===== src/rtl/uart_pkg.sv =====
// Shared UART constants and the arbiter state encoding for the HC-05 link.
package uart_pkg;

    localparam int CLK_FREQ_HZ  = 50_000_000;
    localparam int BAUD         = 9600;
    localparam int CLKS_PER_BIT = CLK_FREQ_HZ / BAUD;
    localparam int FRAME_BITS   = 10;

    typedef enum logic [0:0] {
        IDLE = 1'b0,
        HOLD = 1'b1
    } arb_state_e;

endpackage


===== src/rtl/uart_rr_pick.sv =====
// Combinational rotating-priority picker: the first set request after ptr wins.
module uart_rr_pick
    import uart_pkg::*;
#(
    parameter int NUM_REQ = 2,
    parameter int IDW     = (NUM_REQ > 1) ? $clog2(NUM_REQ) : 1
) (
    input  logic [NUM_REQ-1:0] req,
    input  logic [IDW-1:0]     ptr,
    output logic               any,
    output logic [IDW-1:0]     sel
);

    logic [IDW-1:0] idx;

    // Walk ptr+1, ptr+2, ... modulo NUM_REQ and keep the first valid index.
    always_comb begin
        any = 1'b0;
        sel = '0;
        idx = '0;
        for (int k = 1; k <= NUM_REQ; k++) begin
            idx = IDW'((int'(ptr) + k) % NUM_REQ);
            if (!any && req[idx]) begin
                any = 1'b1;
                sel = idx;
            end
        end
    end

endmodule


===== src/rtl/uart_tx_arbiter.sv =====
// Round-robin arbiter that shares one uart_tx between several byte producers
// and times each frame itself, since uart_tx exposes no busy flag.
module uart_tx_arbiter
    import uart_pkg::*;
#(
    parameter int NUM_REQ      = 2,
    parameter int CLKS_PER_BIT = uart_pkg::CLKS_PER_BIT,
    parameter int FRAME_BITS   = uart_pkg::FRAME_BITS,
    parameter int GAP_BITS     = 1,
    localparam int IDW         = (NUM_REQ > 1) ? $clog2(NUM_REQ) : 1
) (
    input  logic                   clk,
    input  logic                   rst_n,
    input  logic [NUM_REQ-1:0]     req_valid,
    input  logic [8*NUM_REQ-1:0]   req_data,
    output logic [NUM_REQ-1:0]     req_ready,
    output logic                   tx_start,
    output logic [7:0]             tx_data,
    output logic                   busy,
    output logic [IDW-1:0]         grant_id
);

    localparam int FRAME_CLKS = (FRAME_BITS + GAP_BITS) * CLKS_PER_BIT;
    localparam int CW         = $clog2(FRAME_CLKS + 1);

    // The counter covers the HOLD cycles after the start pulse; it is loaded
    // two short so the IDLE decision cycle lands exactly FRAME_CLKS after it.
    localparam logic [CW-1:0] CNT_LOAD = CW'(FRAME_CLKS - 2);

    localparam logic [0:0] ST_IDLE = IDLE;
    localparam logic [0:0] ST_HOLD = HOLD;

    logic [0:0]         state_q, state_d;
    logic [CW-1:0]      cnt_q, cnt_d;
    logic [IDW-1:0]     ptr_q, ptr_d;
    logic [NUM_REQ-1:0] req_ready_q, req_ready_d;
    logic               tx_start_q, tx_start_d;
    logic [7:0]         tx_data_q, tx_data_d;
    logic               busy_q, busy_d;
    logic [IDW-1:0]     grant_id_q, grant_id_d;

    logic               pick_any;
    logic [IDW-1:0]     pick_sel;
    logic [7:0]         pick_byte;

    uart_rr_pick #(
        .NUM_REQ (NUM_REQ),
        .IDW     (IDW)
    ) u_pick (
        .req (req_valid),
        .ptr (ptr_q),
        .any (pick_any),
        .sel (pick_sel)
    );

    // Mux out the byte of the selected requester.
    always_comb begin
        pick_byte = 8'h00;
        for (int i = 0; i < NUM_REQ; i++) begin
            if (pick_sel == IDW'(i)) begin
                pick_byte = req_data[8*i +: 8];
            end
        end
    end

    // Next-state logic: grant in IDLE, then count out the frame in HOLD.
    always_comb begin
        state_d     = state_q;
        cnt_d       = cnt_q;
        ptr_d       = ptr_q;
        req_ready_d = '0;
        tx_start_d  = 1'b0;
        tx_data_d   = tx_data_q;
        busy_d      = busy_q;
        grant_id_d  = grant_id_q;
        case (state_q)
            ST_IDLE: begin
                busy_d = 1'b0;
                if (pick_any) begin
                    state_d    = ST_HOLD;
                    cnt_d      = CNT_LOAD;
                    ptr_d      = pick_sel;
                    tx_start_d = 1'b1;
                    tx_data_d  = pick_byte;
                    busy_d     = 1'b1;
                    grant_id_d = pick_sel;
                    for (int i = 0; i < NUM_REQ; i++) begin
                        req_ready_d[i] = (pick_sel == IDW'(i));
                    end
                end
            end
            default: begin
                if (cnt_q == '0) begin
                    state_d = ST_IDLE;
                    busy_d  = 1'b0;
                end else begin
                    cnt_d  = cnt_q - 1'b1;
                    busy_d = 1'b1;
                end
            end
        endcase
    end

    // State and output registers with asynchronous active-low reset.
    always_ff @(posedge clk or negedge rst_n) begin
        if (!rst_n) begin
            state_q     <= ST_IDLE;
            cnt_q       <= '0;
            ptr_q       <= IDW'(NUM_REQ - 1);
            req_ready_q <= '0;
            tx_start_q  <= 1'b0;
            tx_data_q   <= 8'h00;
            busy_q      <= 1'b0;
            grant_id_q  <= '0;
        end else begin
            state_q     <= state_d;
            cnt_q       <= cnt_d;
            ptr_q       <= ptr_d;
            req_ready_q <= req_ready_d;
            tx_start_q  <= tx_start_d;
            tx_data_q   <= tx_data_d;
            busy_q      <= busy_d;
            grant_id_q  <= grant_id_d;
        end
    end

    assign req_ready = req_ready_q;
    assign tx_start  = tx_start_q;
    assign tx_data   = tx_data_q;
    assign busy      = busy_q;
    assign grant_id  = grant_id_q;

endmodule

===== config.mk =====
export PLATFORM = sky130hd
export DESIGN_NAME = uart_tx_arbiter
export DESIGN_NICKNAME = d
export VERILOG_FILES = /design/src/rtl/uart_pkg.sv /design/src/rtl/uart_rr_pick.sv /design/src/rtl/uart_tx_arbiter.sv
export SDC_FILE = /design/constraint.sdc
export NUM_CORES = 1
export LEC_CHECK = 0
export CORE_UTILIZATION = 25
export CTS_CLUSTER_SIZE = 10
export DETAILED_ROUTE_END_ITERATION = 6
export MAX_ROUTING_LAYER = met4
export SLEW_MARGIN = 40
export SYNTH_ARGS = -nofsm -noshare
export SYNTH_HDL_FRONTEND = slang
export SYNTH_HIERARCHICAL = 1
export SYNTH_SLANG_ARGS = --single-unit

===== constraint.sdc =====
create_clock -name clk -period 2.12 [get_ports clk]
set_input_delay 0.53 -clock clk [delete_from_list [all_inputs] [get_ports clk]]
set_output_delay 0.53 -clock clk [all_outputs]
set_load 0.02 [all_outputs]

==> out/summary.txt, run 1 <==
synthesized area per cell = 10.1 um^2
Clock Pin Slew Worst Setup and Hold Paths = 0.07 ns
post-layout min period = 2.09 ns
CTS max path bufs = 2
htree depth = 2
largest net degree at the start of global routing = 31
share of layout cells above drive strength 1 = 0.123
Hold Buf Count CTS = 0
crit share post-route = 0.984
CTS tree = done
reg2reg end = cnt_q[5]$_DFFE_PN0P_
hold path startpoint = ptr_q$_DFFE_PN1P_
Slew @ Worst Pin = 0.506 ns
maximum clock frequency = 0.479 GHz
post-synth top area share = 0.505
Post-synth top flop = dfrtp_1
RD Place Congestion = 0.821
final setup fails = 0
Synth Cell Area = 1440 um^2
DR vias = 1,154
final worst-path setup slack = 0.0345 ns
Post-synth EDFFs = 0
Final nets = 207
total leakage power = 0.790 nW
initial antenna violation count = 0
Hold Vio Cnt, Final = 0
final WL = 2.98 mm
starting density of the core = 0.261
sequential fraction of the synthesis area = 0.524
Final Skew = 0.00556 ns
setup slack at placement = 0.0177 ns
Mapped Cells = 142
CTS root buf = clkbuf_8
CP startpoint kind = register
1st-iter DRT viols = 55
number of global-route vias before repair = 1,141
port bufs = 32
Post-synth ARST share = 1.00
max-slew violations = 0
WP data arrival = 2.26 ns
hpwl dp = 2.11 mm
DRC violations left = 0
Floorplan Core Area = 5510 um^2
router iterations before antenna repair = 4
status = complete, no violations
commonest non-fill, non-tap cell in the layout = clkdlybuf4s50_1
Boundary Pins = 33
die span in x = 77.8 um
Power Density = 604 nW/um^2
library cells used by synthesis = 36
Total Power = 1.20 mW
Syn. warnings = 6
first-pass GRT wire length = 5.33 mm
Layout area overhead = 38.5%
flop-to-flop setup slack = 0.03 ns
Slew headroom = 0.654
commonest cells after routing, fill and taps aside = clkdlybuf4s50_1, dfrtp_1, nand2_1
drt wl/cell = 11.5 um
die area = 6050 um^2
gr usage total = 0.117
R2R cell count = 5
grt total ovfl = 0
clock sink total = 30
Final ANT Viol Nets = 0
number of vias per cell = 4.46
leading area contributor after synthesis = dfrtp_1
syn_nets = 163
top post-synthesis cells by area = dfrtp_1, mux2i_1, nand2_1
Cells on Worst Hold Path = 2
Clk Latency, worst-skew pair = 0.28 ns
critical path type = register to register
reg2reg start = cnt_q[11]$_DFFE_PN0P_
Num CTS Buffers = 5
crit-path max FO = 8
FF+latch count, synth = 30
Hold Crit Class = register to register
peak supply drop = 0.000295 V
n_diodes = 0
Critical Path RT = 2.29 ns
Hold Path End = ptr_q$_DFFE_PN1P_
max-cap viol count = 0
DIE HEIGHT = 77.8 um
RSZ-0062 raised after global routing = true
Crit. End Element = register
Core Rows = 27
==> layout make-up <==
cell class,instances,area [um^2]
fillers,570,3520
clock buffers,6,72.6
repair buffers,43,419
multi-input cells,101,627
flip-flops and latches,30,752
inverters,5,18.8
clock inverters,2,10.0
well taps,72,90.1
==> synth_stat cells (3+ instances only) <==
library cell and number:
dfrtp_1 29, nor2_1 8, inv_1 4, nand4_1 4
a21oi_1 4, nand3_1 3, nor3_1 5, clkbuf_1 3
o21ai_0 13, xor2_1 5, xnor2_1 3, mux2i_1 9
nand2_1 22
==> per-layer routing <==
metal	up-vias	wire length (um)	GRT usage
li1	589	-	-
met4	0	48	0.0434
met1	544	1480	0.151
met5	-	0	-
met3	5	115	0.0471
met2	16	1330	0.165
==> flip-flops by register name (all words and copies together), names as in the netlist <==
signal     count
grant_id       1
busy           1
req_ready      2
tx_start       1
cnt_q         16
ptr_q          1
tx_data        8
==> worst max-delay path, stage by stage, from the launching register on <==
cell	delay (ns)
dfrtp_1	0.40
or4_4	0.57
or4_4	0.49
o21ai_4	0.26
a21oi_1	0.07
a31o_1	0.19
==> timing repair <==
action | in CTS | in global routing
endpoints found under the setup margin | 1 | 10
hold endpoints to repair | 0 | 0
resized for setup | 0 | 3
pin swaps | 1 | 1
buffers inserted | 0 | 2
==> worst max path at each step <==
stage	depth (start not counted)	slack, ns	end	startpoint
after CTS	5	0.01	cnt_q[1]$_DFFE_PN0P_	cnt_q[11]$_DFFE_PN0P_
after global placement	5	0.04	cnt_q[3]$_DFFE_PN0P_	cnt_q[11]$_DFFE_PN0P_
after detailed placement	5	0.02	cnt_q[1]$_DFFE_PN0P_	cnt_q[11]$_DFFE_PN0P_
final	5	0.03	cnt_q[5]$_DFFE_PN0P_	cnt_q[11]$_DFFE_PN0P_
after floorplan	7	0.02	cnt_q[3]$_DFFE_PN0P_	cnt_q[11]$_DFFE_PN0P_
after global routing	5	-0.06	cnt_q[3]$_DFFE_PN0P_	cnt_q[11]$_DFFE_PN0P_
==> kinds of logic after synthesis <==
logic type,count (synthesis),synth area share
compound gates,29,0.129
simple gates,54,0.187
xor+xnor,8,0.0488
flops,30,0.524
fa+ha+maj,1,0.00871
mux,9,0.0627
buf+inv,11,0.0401
==> power breakdown <==
group	switching (mW)	total, mW	internal (mW)	leakage (nW)
Clock	0.214	0.440	0.227	0.0450
Sequential	0.0190	0.618	0.599	0.339
Combinational	0.0620	0.143	0.0805	0.406
==> stage by stage <==
step / util / cell area, um^2 / hold slack (ns) / setup TNS (ns) / cells
floorplan: - / 1440 / 0.234 / 0 / 142
global placement: 0.343 / 1890 / 0.451 / 0 / 249
detailed placement: 0.343 / 1890 / 0.451 / 0 / 249
global route: 0.361 / 1990 / 0.472 / -0.252 / 259
CTS: 0.358 / 1970 / 0.462 / 0 / 257
finish: 0.361 / 1990 / 0.458 / 0 / 259
Power figures use the tool's default switching activity.
==> inputs of run 2 (changes only) <==
- CTS_CLUSTER_SIZE: 10 -> not set
- clock period: 2.12 -> 1.7 ns (I/O delays scaled with it)
==> run 2 against run 1 <==
Net effect: utilization is 6.5 points higher; largest cell class unchanged; first-iteration DRC count is 38% lower; via count is 7.1% higher; power is 43% higher; clock skew is 0.0020 ns higher; sequential power is 24% higher; the run now ends with negative setup slack left; fmax is 1.2% higher; count of clock-buffer cells in the layout is 1 higher; setup slack worse by 0.40 ns.
==> out/summary.txt, run 2 (synthesis gave the netlist of run 1 again) <==
largest net degree at the start of global routing = 31 (unchanged)
Num CTS Buffers = 5 (unchanged)
commonest cells after routing, fill and taps aside = buf_4, dfrtp_1, clkdlybuf4s50_1 (was clkdlybuf4s50_1, dfrtp_1, nand2_1)
DRC violations left = 0 (unchanged)
CP startpoint kind = register (unchanged)
1st-iter DRT viols = 34 (was 55)
maximum clock frequency = 0.485 GHz (was 0.479 GHz)
CTS tree = done (unchanged)
crit share post-route = 1.21 (was 0.984)
clock sink total = 30 (unchanged)
Boundary Pins = 33 (unchanged)
status = finished with violations (was complete, no violations)
Fillers = 508 (was 570)
Final nets = 233 (was 207)
starting density of the core = 0.261 (unchanged)
commonest non-fill, non-tap cell in the layout = buf_4 (was clkdlybuf4s50_1)
first-pass GRT wire length = 5.73 mm (was 5.33 mm)
Power Density = 732 nW/um^2 (was 604 nW/um^2)
Final Skew = 0.00752 ns (was 0.00556 ns)
fin util = 0.426 (was 0.361)
Core Rows = 27 (unchanged)
Hold Vio Cnt, Final = 0 (unchanged)
Final ANT Viol Nets = 0 (unchanged)
Slew @ Worst Pin = 0.406 ns (was 0.506 ns)
crit-path max FO = 6 (was 8)
total leakage power = 1.02 nW (was 0.790 nW)
R2R cell count = 6 (was 5)
critical path type = register to register (unchanged)
final setup fails = 17 (was 0)
post-layout min period = 2.06 ns (was 2.09 ns)
Final Non-Filler Cells = 285 (was 259)
max-cap viol count = 0 (unchanged)
final WL = 3.41 mm (was 2.98 mm)
hold path startpoint = ptr_q$_DFFE_PN1P_ (unchanged)
die area = 6050 um^2 (unchanged)
die span in x = 77.8 um (unchanged)
Slew headroom = 0.729 (was 0.654)
Floorplan Core Area = 5510 um^2 (unchanged)
reg2reg start = cnt_q[12]$_DFFE_PN0P_ (was cnt_q[11]$_DFFE_PN0P_)
port bufs = 32 (unchanged)
RSZ-0062 raised after global routing = true (unchanged)
Critical Path Start = cnt_q[12]$_DFFE_PN0P_ (was cnt_q[11]$_DFFE_PN0P_)
htree depth = 2 (unchanged)
dpl cells = 272 (was 249)
sum of negative setup slack = -3.93 ns (was 0 ns)
drt wl/cell = 12.0 um (was 11.5 um)
flop-to-flop setup slack = -0.36 ns (was 0.03 ns)
n_diodes = 0 (unchanged)
gr usage total = 0.126 (was 0.117)
initial antenna violation count = 0 (unchanged)
number of global-route vias before repair = 1,207 (was 1,141)
Cell Area, Placed = 2090 um^2 (was 1890 um^2)
failing checks = negative setup slack
design area = 2350 um^2 (was 1990 um^2)
max FFs per register = 16 (unchanged)
Hold Path End = ptr_q$_DFFE_PN1P_ (unchanged)
Hold Buf Count CTS = 0 (unchanged)
Layout area overhead = 63.5% (was 38.5%)
WP data arrival = 2.22 ns (was 2.26 ns)
router iterations before antenna repair = 4 (unchanged)
DR vias = 1,236 (was 1,154)
Crit. End Element = register (unchanged)
Critical Path RT = 1.86 ns (was 2.29 ns)
Hold WS = 0.462 ns (was 0.458 ns)
Cells on Worst Hold Path = 2 (unchanged)
reg2reg end = cnt_q[10]$_DFFE_PN0P_ (was cnt_q[5]$_DFFE_PN0P_)
number of vias per cell = 4.34 (was 4.46)
max-slew violations = 0 (unchanged)
grt total ovfl = 0 (unchanged)
share of layout cells above drive strength 1 = 0.291 (was 0.123)
multi-input logic area = 722 um^2 (was 627 um^2)
Clk Latency, worst-skew pair = 0.28 ns (about the same)
RD Place Congestion = 0.798 (was 0.821)
hpwl dp = 2.33 mm (was 2.11 mm)
final worst-path setup slack = -0.361 ns (was 0.0345 ns)
Clock Pin Slew Worst Setup and Hold Paths = 0.06 ns (was 0.07 ns)
CTS root buf = clkbuf_8 (unchanged)
peak supply drop = 0.000241 V (was 0.000295 V)
DIE HEIGHT = 77.8 um (unchanged)
Hold Crit Class = register to register (unchanged)
largest reg by FF count = cnt_q (unchanged)
Reg area = 752 um^2 (unchanged)
CTS max path bufs = 2 (unchanged)
-- run 2: changes by cell type in the layout (fill, tap and decap cells not counted), moves of 2 or more --
cell	before	now
a21oi_1	4	1
a21oi_2	0	3
buf_12	1	3
buf_4	9	31
clkdlybuf4s50_1	32	25
clkinv_2	2	0
dlymetal6s2s_1	0	6
nor4_1	2	0
o21ai_2	0	2
-- run 2: per-stage QoR --
step	total power [mW]	setup slack, ns
after floorplan	0.855	-0.390
after global placement	0.988	-0.324
after detailed placement	0.992	-0.345
after CTS	1.74	-0.293
after global routing	1.80	-0.416
final	1.72	-0.361
-- run 2: worst max-delay path by stage --
stage / endpoint
after floorplan: cnt_q[3]$_DFFE_PN0P_
after global placement: cnt_q[5]$_DFFE_PN0P_
after detailed placement: cnt_q[3]$_DFFE_PN0P_
after CTS: cnt_q[8]$_DFFE_PN0P_
after global routing: cnt_q[10]$_DFFE_PN0P_
final: cnt_q[10]$_DFFE_PN0P_
-- run 2: worst max-delay path, stage by stage (launching register included) --
cell      delay [ns]
dfrtp_1         0.38
or4_4           0.53
or4_4           0.50
buf_6           0.16
nand4b_1        0.10
xor2_1          0.19
nand2_1         0.08
-- run 2: what timing repair did --
| action | CTS | global route |
|---|---|---|
| gates resized for setup | 15 | 13 |
| setup buffers | 3 | 1 |
| pin swaps | 5 | 7 |
| setup endpoints to repair | 17 | 23 |
| cloned | 1 | 0 |
-- run 2: area by class of cell --
cell class,count,share of cell area
clock inverters,1,0.0128
inverters,5,0.00799
clock buffers,7,0.0368
multi-input cells,102,0.307
repair buffers,68,0.277
well taps,72,0.0384
flip-flops and latches,30,0.320
-- run 2: per-layer routing --
metal	track usage	routed length (um)	vias to the layer above
met2	0.194	1640	18
met4	0.0623	50	0
met3	0.0247	100	5
met1	0.159	1630	569
met5	-	0	-
li1	-	-	644
-- run 2: report_power, final --
part / internal (mW) / total (mW) / switching, mW
registers: 0.747 / 0.769 / 0.0214
clock network: 0.477 / 0.740 / 0.262
logic: 0.119 / 0.210 / 0.0900
==> inputs of run 3 (changes only) <==
- ABC_AREA: not set -> 1
- clock period: 1.7 -> 2 ns (I/O delays scaled with it)
==> run 3 against run 2 <==
Net effect: the run now ends clean; setup slack gained 0.57 ns; die area increased by 17%; count of clock-buffer cells in the layout down 1; largest power group unchanged; cell count up 24%; register-to-register slack better by 0.57 ns; fmax rose by 15%; first-iteration DRC count is 120% higher; global-route usage decreased by 0.12 points; sequential share of layout area grew 1.9 points; clock power fell by 18%; routed wire length grew 12%; largest cell class is now multi-input combinational cells; sequential power down 18%.
==> out/summary.txt, run 3 <==
status = complete, no violations (was finished with violations)
total leakage power = 1.08 nW (was 1.02 nW)
commonest non-fill, non-tap cell in the layout = nand2_1 (was buf_4)
Final nets = 295 (was 233)
Hold WS = 0.479 ns (was 0.462 ns)
peak supply drop = 0.000267 V (was 0.000241 V)
leading area contributor after synthesis = dfrtp_1 (unchanged)
max FFs per register = 16 (unchanged)
Reg area = 752 um^2 (unchanged)
DRC violations left = 0 (unchanged)
Final Skew = 0.00597 ns (was 0.00752 ns)
port bufs = 32 (unchanged)
die area = 7100 um^2 (was 6050 um^2)
gr usage total = 0.125 (was 0.126)
Layout area overhead = 31.1% (was 63.5%)
sequential fraction of the synthesis area = 0.444 (was 0.524)
R2R cell count = 9 (was 6)
Boundary Pins = 33 (unchanged)
flop-to-flop setup slack = 0.21 ns (was -0.36 ns)
htree depth = 2 (unchanged)
max-slew violations = 0 (unchanged)
reg2reg start = cnt_q[0]$_DFFE_PN0P_ (was cnt_q[12]$_DFFE_PN0P_)
syn_nets = 257 (was 163)
Hold Crit Class = register to register (unchanged)
Num CTS Buffers = 5 (unchanged)
router iterations before antenna repair = 4 (unchanged)
cell mode on critical path = nand2_4 (was or4_4)
Crit. End Element = register (unchanged)
post-CTS setup buffers = 0 (was 3)
grt met1 use = 0.155 (was 0.159)
CTS root buf = clkbuf_8 (unchanged)
crit share post-route = 0.894 (was 1.21)
share of layout cells above drive strength 1 = 0.0945 (was 0.291)
initial antenna violation count = 0 (unchanged)
RD Place Congestion = 0.814 (was 0.798)
WP data arrival = 1.95 ns (was 2.22 ns)
number of global-route vias before repair = 1,538 (was 1,207)
Fillers = 698 (was 508)
n_diodes = 0 (unchanged)
FF+latch count, synth = 30 (unchanged)
Final ANT Viol Nets = 0 (unchanged)
drt wl/cell = 10.8 um (was 12.0 um)
largest net degree at the start of global routing = 31 (unchanged)
final WL = 3.81 mm (was 3.41 mm)
Hold Buf Count CTS = 0 (unchanged)
max-cap viol count = 0 (unchanged)
sum of negative setup slack = 0 ns (was -3.93 ns)
critical path type = register to register (unchanged)
critical path cell sequence = inv_1, ha_1, nand2_4, nor2_4, nand2_2, nand2_4, nand2_4, nand2_1, o21ai_0 (was or4_4, or4_4, buf_6, nand4b_1, xor2_1, nand2_1)
CTS tree = done (unchanged)
hpwl dp = 2.88 mm (was 2.33 mm)
starting density of the core = 0.262 (was 0.261)
commonest cells after routing, fill and taps aside = nand2_1, nand3_1, clkdlybuf4s50_1 (was buf_4, dfrtp_1, clkdlybuf4s50_1)
GR peak layer = met2 (unchanged)
Mapped Cells = 236 (was 142)
Slew @ Worst Pin = 0.376 ns (was 0.406 ns)
Post-synth ARST share = 1.00 (unchanged)
crit-path max FO = 18 (was 6)
Total Power = 1.36 mW (was 1.72 mW)
final worst-path setup slack = 0.212 ns (was -0.361 ns)
1st-iter DRT viols = 75 (was 34)
count leader, synth = nand2_1 (was dfrtp_1)
design area = 2220 um^2 (was 2350 um^2)
Crit. path cell count = 9 (was 6)
CP startpoint kind = register (unchanged)
GR Util met3 = 0.0374 (was 0.0247)
dpl cells = 344 (was 272)
largest reg by FF count = cnt_q (unchanged)
DIE HEIGHT = 84.3 um (was 77.8 um)
fin util = 0.344 (was 0.426)
setup slack at placement = 0.0425 ns (was -0.345 ns)
Syn. warnings = 6 (unchanged)
DR vias = 1,543 (was 1,236)
Post-synth EDFFs = 0 (unchanged)
Hold Vio Cnt, Final = 0 (unchanged)
Slew headroom = 0.750 (was 0.729)
Crit-path slowest cell = dfrtp_1 (was or4_4)
final setup fails = 0 (was 17)
CTS max path bufs = 2 (unchanged)
Power Density = 612 nW/um^2 (was 732 nW/um^2)
RSZ-0062 raised after global routing = false (was true)
Core Rows = 29 (was 27)
post-synth top area share = 0.429 (was 0.505)
Final Non-Filler Cells = 352 (was 285)
Post-synth top flop = dfrtp_1 (unchanged)
crit path to = cnt_q[1]$_DFFE_PN0P_ (was cnt_q[10]$_DFFE_PN0P_)
Post-CTS Resized = 0 (was 15)
Clock Pin Slew Worst Setup and Hold Paths = 0.06 ns (about the same)
Synth Cell Area = 1690 um^2 (was 1440 um^2)
Cell Area, Placed = 2110 um^2 (was 2090 um^2)
top post-synthesis cells by area = dfrtp_1, nand2_1, nand3_1 (was dfrtp_1, mux2i_1, nand2_1)
clock sink total = 30 (unchanged)
slowest stage delay, CP = 0.39 ns (was 0.53 ns)
Clk Latency, worst-skew pair = 0.28 ns (about the same)
CP bufs+invs = 1 (unchanged)
Floorplan Core Area = 6460 um^2 (was 5510 um^2)
first-pass GRT wire length = 6.87 mm (was 5.73 mm)
post-layout min period = 1.79 ns (was 2.06 ns)
reg2reg end = cnt_q[1]$_DFFE_PN0P_ (was cnt_q[10]$_DFFE_PN0P_)
die span in x = 84.3 um (was 77.8 um)
crit-path leading delay family = simple AND/OR/NAND/NOR gates (unchanged)
Critical Path RT = 2.16 ns (was 1.86 ns)
synthesized area per cell = 7.17 um^2 (was 10.1 um^2)
number of vias per cell = 4.38 (was 4.34)
maximum clock frequency = 0.559 GHz (was 0.485 GHz)
met2 GRT Util = 0.193 (was 0.194)
Synth top cells by count = nand2_1, nand3_1, dfrtp_1 (was dfrtp_1, nand2_1, o21ai_0)
Critical Path Start = cnt_q[0]$_DFFE_PN0P_ (was cnt_q[12]$_DFFE_PN0P_)
library cells used by synthesis = 22 (was 36)
multi-input logic area = 813 um^2 (was 722 um^2)
grt total ovfl = 0 (unchanged)
## run 3: cells by family (layout without fill, tap and decap cells)
family | after synthesis | count (layout) | share of synthesized area
flops | 30 | 30 | 0.444
buf+inv | 30 | 69 | 0.0754
xor+xnor | 3 | 3 | 0.0155
compound gates | 8 | 8 | 0.0236
simple gates | 164 | 164 | 0.434
fa+ha+maj | 1 | 1 | 0.00739
## run 3: area by class of cell
type	count	share of cell area
sequential	30	0.339
multi-input combinational	176	0.366
clock inverter	2	0.0169
tap	77	0.0434
inverter	24	0.0406
clock buffer	6	0.0327
timing repair buffer	37	0.161
## run 3: worst reg2reg max path: cells and delay by family, from the launching register on
family	cells	cell delay [ns]
AND/OR/NAND/NOR	6	0.76
flip-flops	1	0.39
adder cells (fa/ha/maj)	1	0.32
buffers and inverters	1	0.13
AO/OA/AOI/OAI	1	0.07
## run 3: how the worst min path moves through the flow
stage | endpoint | cells past startpoint | start | slack (ns)
2_1_floorplan | busy$_DFF_PN0_ | 0 | rst_n | 0.20
3_3_place_gp | ptr_q$_DFFE_PN1P_ | 2 | ptr_q$_DFFE_PN1P_ | 0.47
3_5_place_dp | grant_id$_DFFE_PN0P_ | 2 | grant_id$_DFFE_PN0P_ | 0.46
4_1_cts | grant_id$_DFFE_PN0P_ | 2 | grant_id$_DFFE_PN0P_ | 0.48
5_1_grt | ptr_q$_DFFE_PN1P_ | 2 | ptr_q$_DFFE_PN1P_ | 0.51
6_report | grant_id$_DFFE_PN0P_ | 2 | grant_id$_DFFE_PN0P_ | 0.48
## run 3: layer usage
metal | wire [um] | part of all wire | up-vias
met5 | 0 | 0 | -
met4 | 58 | 0.015 | 0
met3 | 201 | 0.053 | 5
met2 | 1680 | 0.44 | 40
met1 | 1870 | 0.49 | 689
li1 | - | - | 809
## run 3: power by group
group          leakage [nW]  switching, mW  internal [mW]  total (mW)
logic                 0.647         0.0510         0.0674       0.118
registers             0.377        0.00922          0.624       0.633
clock network        0.0514          0.235          0.371       0.606
